==> config.mk <==
export PLATFORM = sky130hd
export DESIGN_NAME = distance_bcd
export DESIGN_NICKNAME = d
export VERILOG_FILES = /design/src/rtl/distance_bcd.sv
export SDC_FILE = /design/constraint.sdc
export NUM_CORES = 1
export LEC_CHECK = 0
export CORE_ASPECT_RATIO = 1.1
export CORE_MARGIN = 3
export CORE_UTILIZATION = 50
export DETAILED_ROUTE_END_ITERATION = 7
export PLACE_DENSITY = 0.75
export SETUP_SLACK_MARGIN = 0.02
export SLEW_MARGIN = 0
export SYNTH_ARGS = -nofsm -noshare
export SYNTH_HDL_FRONTEND = slang
export SYNTH_SLANG_ARGS = --single-unit
==> constraint.sdc <==
create_clock -name clk -period 1.8 [get_ports clk]
set_input_delay 0.36 -clock clk [delete_from_list [all_inputs] [get_ports clk]]
set_output_delay 0.36 -clock clk [all_outputs]
set_load 0.01 [all_outputs]
==> src/rtl/distance_bcd.sv <==
// distance_bcd
// Sequential binary-to-BCD converter for the averaged distance value.
// It uses shift-and-add-3 (double dabble) and processes one input bit per clock.
// It also produces a leading-zero blanking mask for the seven-segment driver.
//
// Ports:
//   clk    - system clock
//   reset  - synchronous, active-high reset
//   start  - request conversion of din (honoured only when idle)
//   din    - unsigned binary distance, WIDTH bits
//   busy   - high while a conversion is in progress
//   done   - one-cycle pulse when bcd/blank have just been updated
//   bcd    - DIGITS packed BCD digits, digit 0 (ones) in bits [3:0]
//   blank  - blank[k]=1 marks digit k as a leading zero (never set for digit 0)
module distance_bcd #(
    parameter int WIDTH  = 16,
    parameter int DIGITS = 5
) (
    input  logic                  clk,
    input  logic                  reset,
    input  logic                  start,
    input  logic [WIDTH-1:0]      din,
    output logic                  busy,
    output logic                  done,
    output logic [4*DIGITS-1:0]   bcd,
    output logic [DIGITS-1:0]     blank
);

    localparam int CNT_W = (WIDTH > 1) ? $clog2(WIDTH) : 1;
    localparam logic [DIGITS-1:0] BLANK_RST = ~DIGITS'(1);

    // Compute 10**n in a wide integer so the range check also works
    // for large WIDTH values.
    function automatic logic [127:0] pow10(input int n);
        logic [127:0] r;
        r = 128'd1;
        for (int i = 0; i < n; i++) begin
            r = r * 128'd10;
        end
        return r;
    endfunction

    generate
        if (pow10(DIGITS) <= ((128'd1 << WIDTH) - 128'd1)) begin : g_bad_digits
            $error("distance_bcd: DIGITS too small to hold 2**WIDTH-1");
        end
    endgenerate

    typedef enum logic [0:0] {IDLE, SHIFT} state_t;

    state_t                 state_reg, state_next;
    logic [WIDTH-1:0]       bin_reg, bin_next;
    logic [4*DIGITS-1:0]    scratch_reg, scratch_next;
    logic [CNT_W-1:0]       cnt_reg, cnt_next;
    logic [4*DIGITS-1:0]    bcd_reg, bcd_next;
    logic [DIGITS-1:0]      blank_reg, blank_next;
    logic                   done_reg, done_next;

    // Datapath for one iteration.
    // First apply the add-3 correction to every nibble in parallel.
    // Then shift {scratch, binary} left by one bit.
    logic [4*DIGITS-1:0]        corrected;
    logic [4*DIGITS+WIDTH-1:0]  shifted;
    logic [4*DIGITS-1:0]        scratch_shift;
    logic [WIDTH-1:0]           bin_shift;
    logic [DIGITS-1:0]          blank_calc;

    genvar gi;
    generate
        for (gi = 0; gi < DIGITS; gi++) begin : g_nibble
            // 4-bit add with no carry into the next nibble.
            // A nibble >= 5 can only reach 12 here, so it never overflows.
            assign corrected[4*gi +: 4] = (scratch_reg[4*gi +: 4] >= 4'd5)
                                        ? scratch_reg[4*gi +: 4] + 4'd3
                                        : scratch_reg[4*gi +: 4];
        end
    endgenerate

    assign shifted       = {corrected, bin_reg} << 1;
    assign scratch_shift = shifted[4*DIGITS+WIDTH-1:WIDTH];
    assign bin_shift     = shifted[WIDTH-1:0];

    // Leading-zero mask for the value being loaded into bcd.
    // Digit k is blank when it and every higher digit are zero.
    // The ones digit is always lit.
    generate
        for (gi = 0; gi < DIGITS; gi++) begin : g_blank
            if (gi == 0) begin : g_ones
                assign blank_calc[gi] = 1'b0;
            end else begin : g_upper
                assign blank_calc[gi] = ~|scratch_shift[4*DIGITS-1:4*gi];
            end
        end
    endgenerate

    always_ff @(posedge clk) begin
        if (reset) begin
            state_reg   <= IDLE;
            bin_reg     <= '0;
            scratch_reg <= '0;
            cnt_reg     <= '0;
            bcd_reg     <= '0;
            blank_reg   <= BLANK_RST;
            done_reg    <= 1'b0;
        end else begin
            state_reg   <= state_next;
            bin_reg     <= bin_next;
            scratch_reg <= scratch_next;
            cnt_reg     <= cnt_next;
            bcd_reg     <= bcd_next;
            blank_reg   <= blank_next;
            done_reg    <= done_next;
        end
    end

    always_comb begin
        state_next   = state_reg;
        bin_next     = bin_reg;
        scratch_next = scratch_reg;
        cnt_next     = cnt_reg;
        bcd_next     = bcd_reg;
        blank_next   = blank_reg;
        done_next    = 1'b0;

        case (state_reg)
            IDLE: begin
                if (start) begin
                    bin_next     = din;
                    scratch_next = '0;
                    cnt_next     = '0;
                    state_next   = SHIFT;
                end
            end
            SHIFT: begin
                bin_next     = bin_shift;
                scratch_next = scratch_shift;
                cnt_next     = cnt_reg + CNT_W'(1);
                if (cnt_reg == CNT_W'(WIDTH - 1)) begin
                    // Last bit shifted in.
                    // Publish the result and blank mask together.
                    bcd_next   = scratch_shift;
                    blank_next = blank_calc;
                    done_next  = 1'b1;
                    cnt_next   = '0;
                    state_next = IDLE;
                end
            end
            default: state_next = IDLE;
        endcase
    end

    assign busy  = (state_reg == SHIFT);
    assign done  = done_reg;
    assign bcd   = bcd_reg;
    assign blank = blank_reg;

endmodule

# Yosys cells after proc, flatten, opt, wreduce, memory -nomap -nowiden
# Index checks and enable logic that the tools add are counted.
[totals] in_bits=19 register_bits=66 word_cells=47 out_inout_bits=27
[op_classes] eq_ne=2 bitwise=1 reduce_logical=10 add_sub_neg=6 n_lt_le_gt_ge=5 muxes=16
[op_table] op="case mux 20 bit (2 select lines)" count=1
[op_table] op="case mux 16 bit (2 select lines)" count=1
[op_table] op="two-way mux 4 bit" count=6
[op_table] op=">= comparator 4 x 3 -> 1 bit, second input constant" count=5
[op_table] op="two-way mux 20 bit" count=1
[op_table] op="adder 4 x 2 -> 4 bit, second input constant" count=4
[op_table] op="two-way mux 16 bit" count=1
[op_table] op="OR reduction 16 bit" count=1
[op_table] op="OR reduction 12 bit" count=1
[op_table] op="case mux 4 bit (2 select lines)" count=1
[op_table] op="OR reduction 8 bit" count=1
[op_table] op="adder 4 x 1 -> 4 bit, second input constant" count=1
[op_table] op="== test 4 bit, second input constant" count=1
[op_table] op="zero test 1 bit" count=4
[op_table] op="OR reduction 4 bit" count=1
[op_table] op="adder 3 x 2 -> 3 bit, second input constant" count=1
[op_table] op="two-way mux 1 bit" count=3
[op_table] op="two-way mux 3 bit" count=1
[op_table] op="!= test 2 bit, second input constant" count=1
[op_table] op="case mux 1 bit (2 select lines)" count=1
[op_table] op="AND reduction 2 bit" count=1
[op_table] op="OR reduction 2 bit" count=1
[op_table] op="inverter 1 bit" count=1

# Logic depth before layout (Yosys ltp)
[depth] depth_word=4 ltp_mapped=7 mapped_depth_nobuf=7

# Worst setup path before layout
# No wires, ideal clock.
[synth_path] path_kind="flip-flop to flip-flop" from="reg scratch_reg[16]" to="reg blank_reg[1], in the netlist blank[1]" synth_period_minus_slack_ns=1.661 t_required_ns=1.713 setup_time_ns=0.087 setup_slack_ns=0.139 path_stages_with_launch=8 n_path_buf=0 arrival_ns=1.574 path_cell_list="dfxtp_1 inv_1 ha_1 nand2b_1 a21oi_1 mux2i_1 nand4_1 o31ai_1"
[synth_between] elab_chain_cells=4 word_cells_on_any_way=5 cone_classes="add/sub: 1; order compare: 1; mux: 1; reduce/logical: 2"
[synth_rtl] element="start, declared" line="53" source="logic [4*DIGITS-1:0] scratch_reg, scratch_next;"
[synth_rtl] element="start signal, assigned" line="108" source="scratch_reg <= scratch_next;"
[synth_rtl] element=">= comparator 4 x 3 -> 1 bit or adder 3 x 2 -> 3 bit (tied branches)" line="73, 74"
[synth_rtl] element="two-way mux 3 bit (*)" line="74" source="? scratch_reg[4*gi +: 4] + 4'd3"
[synth_rtl] element="OR reduction 16 bit (*)" line="91" source="assign blank_calc[gi] = ~|scratch_shift[4*DIGITS-1:4*gi];"
[synth_rtl] element="zero test 1 bit (*)" line="91"
[synth_rtl] element="end signal, assigned" line="111" source="blank_reg <= blank_next;"
[synth_rtl] element="end, declared" line="56" source="logic [DIGITS-1:0] blank_reg, blank_next;"
# Mark *: on every way between the ends. The rest lies on a longest branch, timed or not.
# A chain may end at the register's enable or synchronous reset.

# Final worst setup path
[layout_path] from="reg scratch_reg[5]" to="reg blank_reg[1], in the netlist blank[1]"
[layout_between] elab_chain_cells=4 word_cells_on_any_way=5 cone_classes="add/sub: 1; order compare: 1; mux: 1; reduce/logical: 2"
[layout_rtl] element="adder 4 x 2 -> 4 bit or >= comparator 4 x 3 -> 1 bit (tied branches)" line="74, 73"
[layout_rtl] element="two-way mux 4 bit (*)" line="74"
[layout_rtl] element="OR reduction 16 bit (*)" line="91"
[layout_rtl] element="zero test 1 bit (*)" line="91"
# Marks and branches as above.

==> impl_metrics.json <==
{
  "cts_tree": "built",
  "crit_type": "flop to flop",
  "critical_path_buf_inv_count": 2,
  "whs_ns": 0.378,
  "antenna_cells": 0,
  "gr-total-overflow": 0,
  "synth-edff-count": 0,
  "busiest_layer": "met2",
  "worstHoldStart": "reset",
  "fin_tns_setup_ns": 0,
  "place_ws_ns": 0.0515,
  "htree_num_levels": 3,
  "cts_buffers": 9,
  "yosysMostFrequentCell": "dfxtp_1",
  "final.setup.worst_slack_ns": 0.124,
  "yosysWarningCount": 0,
  "synth_cells": 387,
  "p_leak_nw": 1.52,
  "grt.total_usage": 0.208,
  "hold_viol": 0,
  "root_buffer": "clkbuf_8",
  "reg2reg_depth": 8,
  "whs_path_depth": 2,
  "routedWlPerCell_um": 13.1,
  "p_int_mw": 2.30,
  "fmax_mhz": 597,
  "finalCritPeriodShare": 0.931,
  "crit_chain": "inv_2, ha_1, nand2b_1, a21oi_2, buf_4, mux2i_1, nand3_1, o31ai_2",
  "async_flop_share": 0,
  "ys_top_cells_by_count": "dfxtp_1 (66), a21oi_1 (65), nor2_1 (60), nand2_1 (38), mux2i_1 (25)",
  "combPwrFrac": 0.071,
  "die_x_um": 81.1,
  "synth.cell_area_um2": 3100,
  "crit_path_start_kind": "flop",
  "dp_hpwl_mm": 4.53,
  "synth-seq-area-share": 0.426,
  "use_met2": 0.342,
  "hold_class": "input port to flop",
  "p_switching_uw": 683,
  "area_growth_pct": 27.7,
  "num_vias": 2777,
  "pwr_density_cell_nw_per_um2": 753,
  "slew_violations": 0,
  "cts_sinks": 66,
  "yosys.area.top_type": "dfxtp_1",
  "drtIter0Drc": 189,
  "syn_nets": 417,
  "grt_use_met3": 0.0458,
  "drive_gt1_frac": 0.132,
  "ant_nets": 0,
  "setup_violations": 0,
  "path_clk_slew_ns": 0.07,
  "yosysUniqueCellTypes": 30,
  "fin_crit_ns": 1.68,
  "drt-pass1-iter-count": 4,
  "initial_utilization": 0.527,
  "min_to": "scratch_reg[6]",
  "ir_drop_mv": 0.606,
  "crit_slowest_cell": "dfxtp_2",
  "cp.required_ns": 2.07,
  "die_y_um": 88.6,
  "critical-path-max-stage-delay_ns": 0.34,
  "p_clk_frac": 0.424,
  "drc": 0,
  "place_congestion": 0.842,
  "ys_ff_latch": 66,
  "use_met1": 0.240,
  "syn_avg_cell_area_um2": 8.01,
  "rows": 29,
  "p_seq_frac": 0.505,
  "cap_viol_max_count": 0,
  "crit_fanout": 5,
  "design_area_um2": 3960,
  "synth_top_area_frac": 0.426,
  "clockBufferDepth": 2,
  "end_kind": "flop",
  "rsz0062_at_grt": "yes",
  "nNetsFinal": 466,
  "rr_startpoint": "scratch_reg[5]",
  "synth_flop_cell": "dfxtp_1",
  "p_sw_frac": 0.229,
  "synth_area_leaders": "dfxtp_1 (43%), a21oi_1 (10%), mux2i_1 (8.1%)",
  "place_area_um2": 3690,
  "vias_per_cell": 5.36,
  "port_buffers": 44,
  "cp.arrival_ns": 1.94,
  "finClkSkew_ns": 0.00750,
  "status": "finished clean",
  "core_area_um2": 5880,
  "routed_wl_mm": 6.77,
  "grt_pass1_wl_mm": 11.6,
  "insertion_delay_ns": 0.35,
  "crit_family": "compound AO/OA/AOI/OAI gates",
  "reg2reg_to": "blank[1]",
  "die_area_um2": 7180,
  "grt_pass1_vias": 2692,
  "rrSetupSlack_ns": 0.12,
  "ios": 46,
  "antenna_found_initial": 0,
  "grt_max_degree": 36
}
[per-stage QoR]
step           cells  utilization  power [mW]
4_1_cts          516        0.661        3.00
2_1_floorplan    387            -        1.67
6_report         518        0.673        2.98
3_5_place_dp     500        0.628        1.75
5_1_grt          518        0.673        3.11
3_3_place_gp     500        0.628        1.75
[worst max path at each step]
stage | cells after the start | end | slack [ns] | start
2_1_floorplan | 7 | blank[1] | 0.14 | scratch_reg[16]
3_3_place_gp | 7 | blank[1] | 0.08 | scratch_reg[12]
3_5_place_dp | 7 | blank[1] | 0.05 | scratch_reg[9]
4_1_cts | 7 | blank[1] | 0.04 | scratch_reg[9]
5_1_grt | 7 | blank[1] | 0.01 | scratch_reg[17]
6_report | 8 | blank[1] | 0.12 | scratch_reg[5]
[area by class of cell]
| cell class | instances | area [µm²] |
|---|---|---|
| Sequential cell | 66 | 1330 |
| Multi-Input combinational cell | 285 | 1680 |
| Clock inverter | 2 | 35.0 |
| Inverter | 12 | 45.0 |
| Fill cell | 514 | 1920 |
| Clock buffer | 14 | 163 |
| Timing Repair Buffer | 62 | 608 |
| Tap cell | 77 | 96.3 |
[metal layers]
metal  wire length [µm]  vias up
met3                287       15
met5                  0        -
met4                190        0
li1                   -     1426
met1               3040     1277
met2               3250       59
[cells in the final DEF (no fill, tap or decap), drive strengths merged]
| cell | Yosys | routed |
|---|---|---|
| a2111oi | 1 | 1 |
| a211oi | 7 | 7 |
| a21o | 1 | 1 |
| a21oi | 65 | 65 |
| and3b | 1 | 1 |
| buf | 14 | 19 |
| bufinv | 0 | 1 |
| clkbuf | 10 | 14 |
| clkdlybuf4s50 | 0 | 43 |
| clkinv | 1 | 2 |
| conb | 1 | 1 |
| dfxtp | 66 | 66 |
| ha | 11 | 11 |
| inv | 11 | 11 |
| mux2i | 25 | 25 |
| nand2 | 38 | 38 |
| nand2b | 8 | 8 |
| nand3 | 10 | 10 |
| nand3b | 1 | 1 |
| nand4 | 2 | 2 |
| nor2 | 61 | 61 |
| nor3 | 15 | 15 |
| nor3b | 16 | 16 |
| o21ai | 13 | 13 |
| o22a | 1 | 1 |
| o31ai | 1 | 1 |
| or3 | 2 | 2 |
| xnor2 | 5 | 5 |
[repair_timing]
action	4_1_cts	5_1_grt
hold buffers	0	0
resized for setup	1	22
cloned	0	0
setup endpoints to repair	1	9
buffers inserted	0	2
pin swaps	0	3
[cells by family after synthesis]
| family | Yosys count | share of synthesized area |
|---|---|---|
| simple gates | 154 | 0.229 |
| flops | 66 | 0.426 |
| buf+inv | 36 | 0.0468 |
| fa+ha+maj | 11 | 0.0444 |
| xor+xnor | 5 | 0.0141 |
| mux | 25 | 0.0807 |
| other cells | 1 | 0.00121 |
| compound gates | 89 | 0.157 |
[power by group through the flow]
stage	sequential, mW	clock, mW	combinational [mW]
6_report	1.50	1.27	0.212
5_1_grt	1.51	1.36	0.237
4_1_cts	1.50	1.29	0.213
3_5_place_dp	1.54	0	0.213
3_3_place_gp	1.54	0	0.209
2_1_floorplan	1.53	0	0.135
Power figures use the tool's default switching activity.
